--- config.mk ---
export PLATFORM = sky130hd
export DESIGN_NAME = cache_request_responder
export DESIGN_NICKNAME = d
export VERILOG_FILES = /design/src/rtl/cache_request_responder_pkg.sv /design/src/rtl/cache_line_store.sv /design/src/rtl/cache_request_responder.sv
export SDC_FILE = /design/constraint.sdc
export NUM_CORES = 1
export LEC_CHECK = 0
export CAP_MARGIN = 0
export CORE_UTILIZATION = 59
export CTS_CLUSTER_SIZE = 25
export DETAILED_ROUTE_END_ITERATION = 8
export PLACE_DENSITY = 0.79
export SLEW_MARGIN = 5
export SYNTH_ARGS = -nofsm -noshare
export SYNTH_HDL_FRONTEND = slang
export SYNTH_HIERARCHICAL = 1
export SYNTH_SLANG_ARGS = --single-unit
--- constraint.sdc ---
create_clock -name CACHE_CLK -period 4.4 [get_ports CACHE_CLK]
set_clock_uncertainty 0.15 [all_clocks]
set_input_delay 1.1 -clock CACHE_CLK [delete_from_list [all_inputs] [get_ports CACHE_CLK]]
set_output_delay 1.1 -clock CACHE_CLK [all_outputs]
set_load 0.01 [all_outputs]
--- src/rtl/cache_request_responder_pkg.sv ---
// Shared definitions for the cache request responder.
// Holds the geometry constants, the FSM state encoding and the byte-merge helper.
// This package has no ports.
package cache_request_responder_pkg;

    localparam int unsigned ADDR_W = 16;
    localparam int unsigned DATA_W = 32;
    localparam int unsigned BVAL_W = DATA_W / 8;
    localparam int unsigned IDX_W  = 4;
    localparam int unsigned OFF_W  = $clog2(BVAL_W);
    localparam int unsigned TAG_W  = ADDR_W - IDX_W - OFF_W;
    localparam int unsigned LINES  = 2 ** IDX_W;
    localparam int unsigned CNT_W  = 16;

    localparam logic [2:0] ST_IDLE      = 3'd0;
    localparam logic [2:0] ST_LOOKUP    = 3'd1;
    localparam logic [2:0] ST_MEM_READ  = 3'd2;
    localparam logic [2:0] ST_MEM_WRITE = 3'd3;
    localparam logic [2:0] ST_RESP      = 3'd4;

    // Replace each byte of old_w whose enable bit is set with the same byte of new_w.
    function automatic logic [DATA_W-1:0] byte_merge(
        input logic [DATA_W-1:0] old_w,
        input logic [DATA_W-1:0] new_w,
        input logic [BVAL_W-1:0] bval
    );
        logic [DATA_W-1:0] res;
        res = old_w;
        for (int unsigned i = 0; i < BVAL_W; i++) begin
            if (bval[i]) res[8*i +: 8] = new_w[8*i +: 8];
        end
        return res;
    endfunction

endpackage

--- src/rtl/cache_line_store.sv ---
// Direct-mapped line storage: valid/tag/data arrays.
// Ports: clk_i, clr_i (sync clear of all valid bits and read regs),
//        rd_idx_i -> rd_valid_o/rd_tag_o/rd_data_o (registered, one-cycle read),
//        wr_en_i/wr_merge_i/wr_idx_i/wr_tag_i/wr_data_i/wr_bval_i (fill or byte-merge).
module cache_line_store
    import cache_request_responder_pkg::*;
(
    input  logic              clk_i,
    input  logic              clr_i,
    input  logic [IDX_W-1:0]  rd_idx_i,
    output logic              rd_valid_o,
    output logic [TAG_W-1:0]  rd_tag_o,
    output logic [DATA_W-1:0] rd_data_o,
    input  logic              wr_en_i,
    input  logic              wr_merge_i,
    input  logic [IDX_W-1:0]  wr_idx_i,
    input  logic [TAG_W-1:0]  wr_tag_i,
    input  logic [DATA_W-1:0] wr_data_i,
    input  logic [BVAL_W-1:0] wr_bval_i
);

    logic [LINES-1:0]  valid_q;
    logic [TAG_W-1:0]  tag_q  [LINES];
    logic [DATA_W-1:0] data_q [LINES];

    // Tag and data arrays need no reset: valid bits gate every use of them.
    always_ff @(posedge clk_i) begin
        if (clr_i) begin
            valid_q    <= '0;
            rd_valid_o <= 1'b0;
            rd_tag_o   <= '0;
            rd_data_o  <= '0;
        end else begin
            rd_valid_o <= valid_q[rd_idx_i];
            rd_tag_o   <= tag_q[rd_idx_i];
            rd_data_o  <= data_q[rd_idx_i];
            if (wr_en_i) begin
                if (wr_merge_i) begin
                    // Write hit: data only, valid/tag stay as they are.
                    data_q[wr_idx_i] <= byte_merge(data_q[wr_idx_i], wr_data_i, wr_bval_i);
                end else begin
                    valid_q[wr_idx_i] <= 1'b1;
                    tag_q[wr_idx_i]   <= wr_tag_i;
                    data_q[wr_idx_i]  <= wr_data_i;
                end
            end
        end
    end

endmodule

--- src/rtl/cache_request_responder.sv ---
// Cache-side responder: direct-mapped, write-through, no-write-allocate cache of
// one-word lines answering CPU requests with a one-cycle CACHE_ACK.
// Ports: CACHE_CLK/CACHE_RESET; CPU side CACHE_ADDR/WR/RD/IN_DATA/BVAL -> CACHE_OUT_DATA/ACK;
//        memory side MEM_ADDR/RD/WR/OUT_DATA/BVAL <- MEM_IN_DATA/ACK; HIT_CNT/MISS_CNT stats.
module cache_request_responder
    import cache_request_responder_pkg::*;
(
    input  logic              CACHE_CLK,
    input  logic              CACHE_RESET,
    input  logic [ADDR_W-1:0] CACHE_ADDR,
    input  logic              CACHE_WR,
    input  logic              CACHE_RD,
    input  logic [DATA_W-1:0] CACHE_IN_DATA,
    input  logic [BVAL_W-1:0] CACHE_BVAL,
    output logic [DATA_W-1:0] CACHE_OUT_DATA,
    output logic              CACHE_ACK,
    output logic [ADDR_W-1:0] MEM_ADDR,
    output logic              MEM_RD,
    output logic              MEM_WR,
    output logic [DATA_W-1:0] MEM_OUT_DATA,
    output logic [BVAL_W-1:0] MEM_BVAL,
    input  logic [DATA_W-1:0] MEM_IN_DATA,
    input  logic              MEM_ACK,
    output logic [CNT_W-1:0]  HIT_CNT,
    output logic [CNT_W-1:0]  MISS_CNT
);

    logic [2:0]        state_q,    state_d;
    logic [ADDR_W-1:0] req_addr_q, req_addr_d;
    logic [DATA_W-1:0] req_data_q, req_data_d;
    logic [BVAL_W-1:0] req_bval_q, req_bval_d;
    logic              req_wr_q,   req_wr_d;
    logic              ack_q,      ack_d;
    logic [DATA_W-1:0] out_data_q, out_data_d;
    logic              mem_rd_q,   mem_rd_d;
    logic              mem_wr_q,   mem_wr_d;
    logic [ADDR_W-1:0] mem_addr_q, mem_addr_d;
    logic [DATA_W-1:0] mem_data_q, mem_data_d;
    logic [BVAL_W-1:0] mem_bval_q, mem_bval_d;
    logic [CNT_W-1:0]  hit_cnt_q,  hit_cnt_d;
    logic [CNT_W-1:0]  miss_cnt_q, miss_cnt_d;

    logic              st_wr_en, st_wr_merge;
    logic [DATA_W-1:0] st_wr_data;
    logic              rd_valid;
    logic [TAG_W-1:0]  rd_tag;
    logic [DATA_W-1:0] rd_data;
    logic              hit;

    // Reading with the live address means the line is ready in LOOKUP after the latch edge.
    cache_line_store u_store (
        .clk_i      (CACHE_CLK),
        .clr_i      (CACHE_RESET),
        .rd_idx_i   (CACHE_ADDR[OFF_W +: IDX_W]),
        .rd_valid_o (rd_valid),
        .rd_tag_o   (rd_tag),
        .rd_data_o  (rd_data),
        .wr_en_i    (st_wr_en),
        .wr_merge_i (st_wr_merge),
        .wr_idx_i   (req_addr_q[OFF_W +: IDX_W]),
        .wr_tag_i   (req_addr_q[ADDR_W-1 -: TAG_W]),
        .wr_data_i  (st_wr_data),
        .wr_bval_i  (req_bval_q)
    );

    assign hit = rd_valid && (rd_tag == req_addr_q[ADDR_W-1 -: TAG_W]);

    // Next-state and registered-output logic.
    always_comb begin
        state_d     = state_q;
        req_addr_d  = req_addr_q;
        req_data_d  = req_data_q;
        req_bval_d  = req_bval_q;
        req_wr_d    = req_wr_q;
        ack_d       = 1'b0;
        out_data_d  = out_data_q;
        mem_rd_d    = mem_rd_q;
        mem_wr_d    = mem_wr_q;
        mem_addr_d  = mem_addr_q;
        mem_data_d  = mem_data_q;
        mem_bval_d  = mem_bval_q;
        hit_cnt_d   = hit_cnt_q;
        miss_cnt_d  = miss_cnt_q;
        st_wr_en    = 1'b0;
        st_wr_merge = 1'b0;
        st_wr_data  = req_data_q;

        case (state_q)
            ST_IDLE: begin
                if (CACHE_RD || CACHE_WR) begin
                    req_addr_d = CACHE_ADDR;
                    req_data_d = CACHE_IN_DATA;
                    req_bval_d = CACHE_BVAL;
                    req_wr_d   = CACHE_WR;   // write wins when both levels are high
                    state_d    = ST_LOOKUP;
                end
            end
            ST_LOOKUP: begin
                if (req_wr_q) begin
                    st_wr_en    = hit;
                    st_wr_merge = 1'b1;
                    mem_wr_d    = 1'b1;
                    mem_addr_d  = req_addr_q;
                    mem_data_d  = req_data_q;
                    mem_bval_d  = req_bval_q;
                    state_d     = ST_MEM_WRITE;
                end else if (hit) begin
                    ack_d      = 1'b1;
                    out_data_d = rd_data;
                    if (hit_cnt_q != '1) hit_cnt_d = hit_cnt_q + CNT_W'(1);
                    state_d    = ST_RESP;
                end else begin
                    mem_rd_d   = 1'b1;
                    mem_addr_d = req_addr_q;
                    if (miss_cnt_q != '1) miss_cnt_d = miss_cnt_q + CNT_W'(1);
                    state_d    = ST_MEM_READ;
                end
            end
            ST_MEM_READ: begin
                if (MEM_ACK) begin
                    st_wr_en   = 1'b1;
                    st_wr_data = MEM_IN_DATA;
                    mem_rd_d   = 1'b0;
                    ack_d      = 1'b1;
                    out_data_d = MEM_IN_DATA;
                    state_d    = ST_RESP;
                end
            end
            ST_MEM_WRITE: begin
                if (MEM_ACK) begin
                    mem_wr_d   = 1'b0;
                    ack_d      = 1'b1;
                    out_data_d = req_data_q;
                    state_d    = ST_RESP;
                end
            end
            ST_RESP: begin
                state_d = ST_IDLE;
            end
            default: begin
                state_d = ST_IDLE;
            end
        endcase
    end

    // State and output registers with synchronous reset.
    always_ff @(posedge CACHE_CLK) begin
        if (CACHE_RESET) begin
            state_q    <= ST_IDLE;
            req_addr_q <= '0;
            req_data_q <= '0;
            req_bval_q <= '0;
            req_wr_q   <= 1'b0;
            ack_q      <= 1'b0;
            out_data_q <= '0;
            mem_rd_q   <= 1'b0;
            mem_wr_q   <= 1'b0;
            mem_addr_q <= '0;
            mem_data_q <= '0;
            mem_bval_q <= '0;
            hit_cnt_q  <= '0;
            miss_cnt_q <= '0;
        end else begin
            state_q    <= state_d;
            req_addr_q <= req_addr_d;
            req_data_q <= req_data_d;
            req_bval_q <= req_bval_d;
            req_wr_q   <= req_wr_d;
            ack_q      <= ack_d;
            out_data_q <= out_data_d;
            mem_rd_q   <= mem_rd_d;
            mem_wr_q   <= mem_wr_d;
            mem_addr_q <= mem_addr_d;
            mem_data_q <= mem_data_d;
            mem_bval_q <= mem_bval_d;
            hit_cnt_q  <= hit_cnt_d;
            miss_cnt_q <= miss_cnt_d;
        end
    end

    assign CACHE_ACK      = ack_q;
    assign CACHE_OUT_DATA = out_data_q;
    assign MEM_RD         = mem_rd_q;
    assign MEM_WR         = mem_wr_q;
    assign MEM_ADDR       = mem_addr_q;
    assign MEM_OUT_DATA   = mem_data_q;
    assign MEM_BVAL       = mem_bval_q;
    assign HIT_CNT        = hit_cnt_q;
    assign MISS_CNT       = miss_cnt_q;

endmodule

======== Word level (Yosys, flattened, before mapping) ========
Memories as Yosys holds them, arrays and structs flattened. A register that Yosys moved wholly into a read port is not among the register bits.
Cells that the tools add are included.
word-level totals
  logic and storage cells ................. 132
  output and inout bits ................... 119
  memory bits (writable) .................. 672
  memory bits (read-only) ................. 0
  bits in latches ......................... 0
  input port bits ......................... 89
  memories ................................ 2
  register bits ........................... 192
operators by class
  magnitude comparators ................... 3
  add/subtract/negate cells ............... 2
  divide/modulo/power cells ............... 0
  mux-type cells .......................... 60
  shift-type cells ........................ 0
  $mul .................................... 0
  reductions and logical operators ........ 22
  bitwise gates (word level) .............. 8
  equal/unequal tests ..................... 19
memories
  name            words  bits a word  read ports  clocked after Yosys merged registers in  wr ports  line                    RTL
  u_store.data_q  16     32           1           1                                        1         cache_line_store.sv:24  logic [DATA_W-1:0] data_q [LINES];
  u_store.tag_q   16     10           1           1                                        1         cache_line_store.sv:23  logic [TAG_W-1:0] tag_q [LINES];
operators with widths
  kind                     count
  $mux W32                 6
  $mux W8                  20
  $pmux W32 S3             1
  $add A16 B1 Y16 const B  2
  $mux W16                 2
  $ne A16 B16 Y1 const B   2
  $mux W1                  20
  $reduce_and A2 Y1        9
  $ne A2 B2 Y1 const B     8
  $ne A4 B4 Y1 const B     4
  $or A16 B16 Y16          1
  $mux W3                  4
  $reduce_and A4 Y1        3
  $eq A10 B10 Y1           1
  $lt A4 B5 Y1 const B     2
  $pmux W3 S3              1
  $pmux W1 S2              4
  $eq A3 B2 Y1 const B     2
  $reduce_and A5 Y1        1
  $bmux W1 S4              1
  $demux W1 S4             1
  $ge A4 B1 Y1 const B     1
  $or A1 B1 Y1             4
  $reduce_bool A2 Y1       2
  other kinds (9)          12

======== Depth between registers and ports, before layout ========
  word-level depth ........................ 9
  gate-level depth with buffers ........... 10

======== Modules after synthesis ========
The synthesis kept the hierarchy.
modules (own cells, without submodules)
  module                   instances  sequential area each (um2)  cells each  area each (um2)
  cache_line_store         1          21,360.5                    1,584       28,059.4
  cache_request_responder  1          3,503.4                     921         7,642.3

======== Least setup slack after synthesis ========
No wires, ideal clock.
  path type ............................... input -> register
  start ................................... input port MEM_ACK
  end ..................................... memory u_store/tag_q[0][0] (netlist name), enable pin
  path buffers ............................ 2
  library setup time ...................... 0.376 ns
  arrival ................................. 2.926 ns
  stages on the path ...................... 8
  path slack .............................. 0.947 ns
  cell sequence ........................... nand2_1 -> nor3_2 -> buf_2 -> o21bai_1 -> nor2b_1 -> nand2_1 -> clkbuf_1 -> nor2_1
on the way
  word-level cells in the longest chain between the ends .. 5
RTL lines
  element                        line                            RTL
  start, declared                cache_request_responder.sv:23   input logic MEM_ACK,
  $mux W1                        cache_request_responder.sv:120  if (MEM_ACK) begin
  $pmux W1 S2                    cache_request_responder.sv:88   case (state_q)
  net st_wr_en                   cache_request_responder.sv:43   logic st_wr_en, st_wr_merge;
  $mux W1                        cache_line_store.sv:37          if (wr_en_i) begin
  $mux W1                        cache_line_store.sv:28          if (clr_i) begin
  $mux W1 (not written as such)  cache_line_store.sv:43          tag_q[wr_idx_i] <= wr_tag_i;
  end, declared                  cache_line_store.sv:23
The timed path passes the listed nets, and every way through them passes these cells.

======== Worst setup path in the final report ========
  start ................................... input port MEM_ACK
  end ..................................... memory u_store/tag_q[1][0] (netlist name), enable pin
The elaborated chain is that of the path after synthesis.

==> qor.yml <==
status:
  status: "completed"
floorplanning:
  fp-row-count: 89
  core-area_mm2: 0.0594
  die_height_um: 248
  dieArea_mm2: 0.0615
  start_util: 0.602
  die_x_um: 248
  pin_count: 208
cts:
  cts_setup_buffers: 0
  clock_latency_ns: 0.65
  cts_made_buffers: 88
  htreeDepth: 3
  cts_tree: "done"
  clock-sinks: 906
  cts_hold_buf: 0
  clock_path_buffers: 3
  cts_resized: 0
  clkTransAtPathRegs_ns: 0.06
  root_buffer: "clkbuf_16"
place:
  dp.cells: 3395
  gp_congestion: 0.895
  place_hpwl_um: 57800
  portBuffers: 207
power:
  intPower_mw: 14.6
  swShare: 0.238
  pwr-share-comb: 0.095
  powerDensity_mw_per_mm2: 461
  leakage_nw: 14.6
  vdd_ir_drop_max_v: 0.000328
  p_switching_mw: 4.55
  pwr-share-clk: 0.399
  p_seq_frac: 0.506
  power_mw: 19.1
detailed_routing:
  route.detailed.wl_per_inst_um: 24.9
  drc: 0
  drt_wl_total_um: 88800
  ant_nets: 0
  dr.first_iter.drc_count: 2467
  vias: 22200
  vias_per_cell: 6.22
  firstDrtPassIters: 8
yosys:
  netlist_area_mm2: 0.0357
  synth_top_flop_cell: "edfxtp_1"
  synth_enable_flop_cells: 672
  synthMuxAreaShare: 0.122
  ys_seq_elements: 906
  synth_top_family_by_area: "multiplexers"
  avgSynthCellArea_um2: 14.3
  seq_area_frac_synth: 0.696
  synthCells: 2505
  synth-compound-area-share: 0.0780
  yosys_warnings: 6
  ys_async_sr_fraction: 0
  synth_xor_area_frac: 0.00932
  syn_nets: 2596
  synthSimpleGateAreaFrac: 0.0659
  synth.distinct_cells: 57
  synth_fa_ha_area_frac: 0.000701
run:
  cap_viol_max_count: 0
sta:
  max_freq_mhz: 295
  post-route-min-period_ns: 3.39
  hold_violations: 0
  whs_ns: 0.303
  setup_violations: 0
  rsz0062_at_grt: "no"
  tightest_slew_ns: 1.01
  tns_ns: 0
  slew_headroom: 0.326
  period_share: 0.771
  drv_slew: 0
worst_setup_path:
  critPathLaunchType: "primary input"
  crit_path_end_kind: "register"
  crit_type: "in2reg"
  crit_required_ns: 4.50
  path_max_fanout: 17
  cp.arrival_ns: 3.50
final_layout:
  areaGrowthSynthToFinish_pct: 16.2
  fin_nets: 2803
  final-instance-count-excl-fill: 3561
  n_antenna_cell: 0
  drive_above_1_share: 0.109
global_route:
  grt-ovfl-total: 0
  grtUsageTotal: 0.291
  grt_first_pass_wirelength_um: 132000
  grt_max_degree: 87
  first_global_vias: 21500
  antenna_found_initial: 2
min_path:
  hold_class: "reg2reg"
[synthesized netlist by cell type (2+ instances only)]
cell        n  share of area
nor2_1    137          0.014
nor2b_1    10         0.0018
ha_1        2        0.00070
nand2_1   331          0.035
nand4_1    10         0.0018
buf_12      2         0.0011
o22ai_2    15         0.0053
and3_1      7         0.0012
clkbuf_1   65         0.0068
buf_1       8        0.00084
nand2b_1    4        0.00070
nor3b_1     2        0.00042
a221oi_2   12         0.0050
xor2_1     17         0.0042
dfxtp_1   234           0.13
mux4_2     17          0.011
mux2_2     32          0.010
buf_2      47         0.0066
a22oi_1   139          0.029
a21oi_1   126          0.018
nor4_1      5        0.00088
edfxtp_1  672           0.57
xnor2_1    21         0.0052
o21a_1      2        0.00042
o22ai_1    27         0.0047
and4_1      3        0.00074
buf_6      24         0.0076
mux2i_1   360           0.10
and2_1      6         0.0011
nor3_1     16         0.0022
o21ai_1    40         0.0056
nand3_1    20         0.0028
a221oi_1    5         0.0012
o211ai_1   32         0.0067
clkbuf_4    4        0.00084
inv_1      24         0.0025
buf_4       7         0.0015
[cell type report]
type,instances,area (um^2)
Clock inverter,35,383
Inverter,24,90.1
Sequential cell,906,24900
Multi-Input combinational cell,1417,9900
Tap cell,773,967
Clock buffer,131,2600
Timing Repair Buffer,275,2690
Fill cell,3796,17900
[metrics by stage]
step / util / area [um^2] / setup WS [ns]
after floorplan: - / 35700 / 0.947
after global placement: 0.649 / 38500 / 0.493
after detailed placement: 0.649 / 38500 / 0.452
after CTS: 0.699 / 41500 / 1.09
after global routing: 0.699 / 41500 / 0.857
final: 0.699 / 41500 / 1.01
[flip-flops by register name, indices dropped and copies added, names as in the netlist, 3 cells and up]
register and cells:
CACHE_OUT_DATA 32, MISS_CNT 16, req_addr_q 16, u_store/data_q 512
MEM_OUT_DATA 32, HIT_CNT 16, u_store/rd_data_o 32, MEM_ADDR 16
u_store/tag_q 160, req_bval_q 4, MEM_BVAL 4, state_q 3
u_store/rd_tag_o 10, req_data_q 32, u_store/valid_q 16
[cells by family (layout without fill, tap and decap cells)]
kind of cell / Yosys count / after routing
XOR/XNOR: 38 / 38
buffers and inverters: 182 / 465
multiplexers: 409 / 409
AO/OA/AOI/OAI: 407 / 407
flip-flops: 906 / 906
AND/OR/NAND/NOR: 561 / 561
adder cells (fa/ha/maj): 2 / 2
[placed cells by master, fill, tap and decap left out, types with 6 or more instances in the layout]
| master | instances |
|---|---|
| clkbuf_8 | 17 |
| o22ai_1 | 27 |
| and3_1 | 7 |
| nand2_1 | 331 |
| buf_12 | 8 |
| mux2_2 | 32 |
| mux4_2 | 17 |
| a221oi_2 | 12 |
| nor2_1 | 137 |
| o211ai_1 | 32 |
| o21ai_1 | 39 |
| xor2_1 | 17 |
| mux2i_1 | 360 |
| nor2b_1 | 6 |
| dfxtp_1 | 233 |
| clkinv_2 | 10 |
| clkbuf_16 | 91 |
| a22oi_1 | 139 |
| nand4_1 | 10 |
| clkbuf_1 | 21 |
| a21oi_1 | 126 |
| xnor2_1 | 21 |
| clkinv_1 | 6 |
| bufinv_16 | 6 |
| edfxtp_1 | 672 |
| o22ai_2 | 15 |
| nor3_1 | 16 |
| nand3_1 | 20 |
| inv_1 | 24 |
| clkdlybuf4s50_1 | 205 |
| buf_4 | 60 |
[power by group through the flow]
stage	Sequential (mW)	Combinational (mW)	Clock, mW
2_1_floorplan	9.83	1.03	0
3_3_place_gp	9.85	1.74	0
3_5_place_dp	9.85	1.78	0
4_1_cts	9.67	1.80	7.69
5_1_grt	9.69	1.93	8.06
6_report	9.68	1.82	7.63
[final timing paths]
kind,from,slack [ns],cells after the start,end
worst min-delay path,MEM_OUT_DATA[19],0.30,2,MEM_OUT_DATA[19]
worst min register to register,MEM_OUT_DATA[19],0.30,2,MEM_OUT_DATA[19]
worst max-delay path,MEM_ACK,1.01,9,u_store/tag_q[1][0]
worst max register to register,req_addr_q[12],1.18,9,u_store/tag_q[1][0]
[routing by layer]
layer / track usage / vias to the layer above / share of wire
met5: 0 / - / 0.00015
met4: 0.102 / 2 / 0.030
met3: 0.0722 / 173 / 0.11
met2: 0.447 / 1298 / 0.46
met1: 0.406 / 10900 / 0.40
li1: - / 9785 / -
[critical path, stage by stage]
cell	delay, ns
clkdlybuf4s50_1	0.61
nand2_1	0.17
nor3_4	0.16
o21bai_1	0.13
nor2b_1	0.16
buf_4	0.20
nand2_1	0.07
buf_4	0.24
nor2_1	0.65
Note: power is estimated with default switching activity, not from simulation.
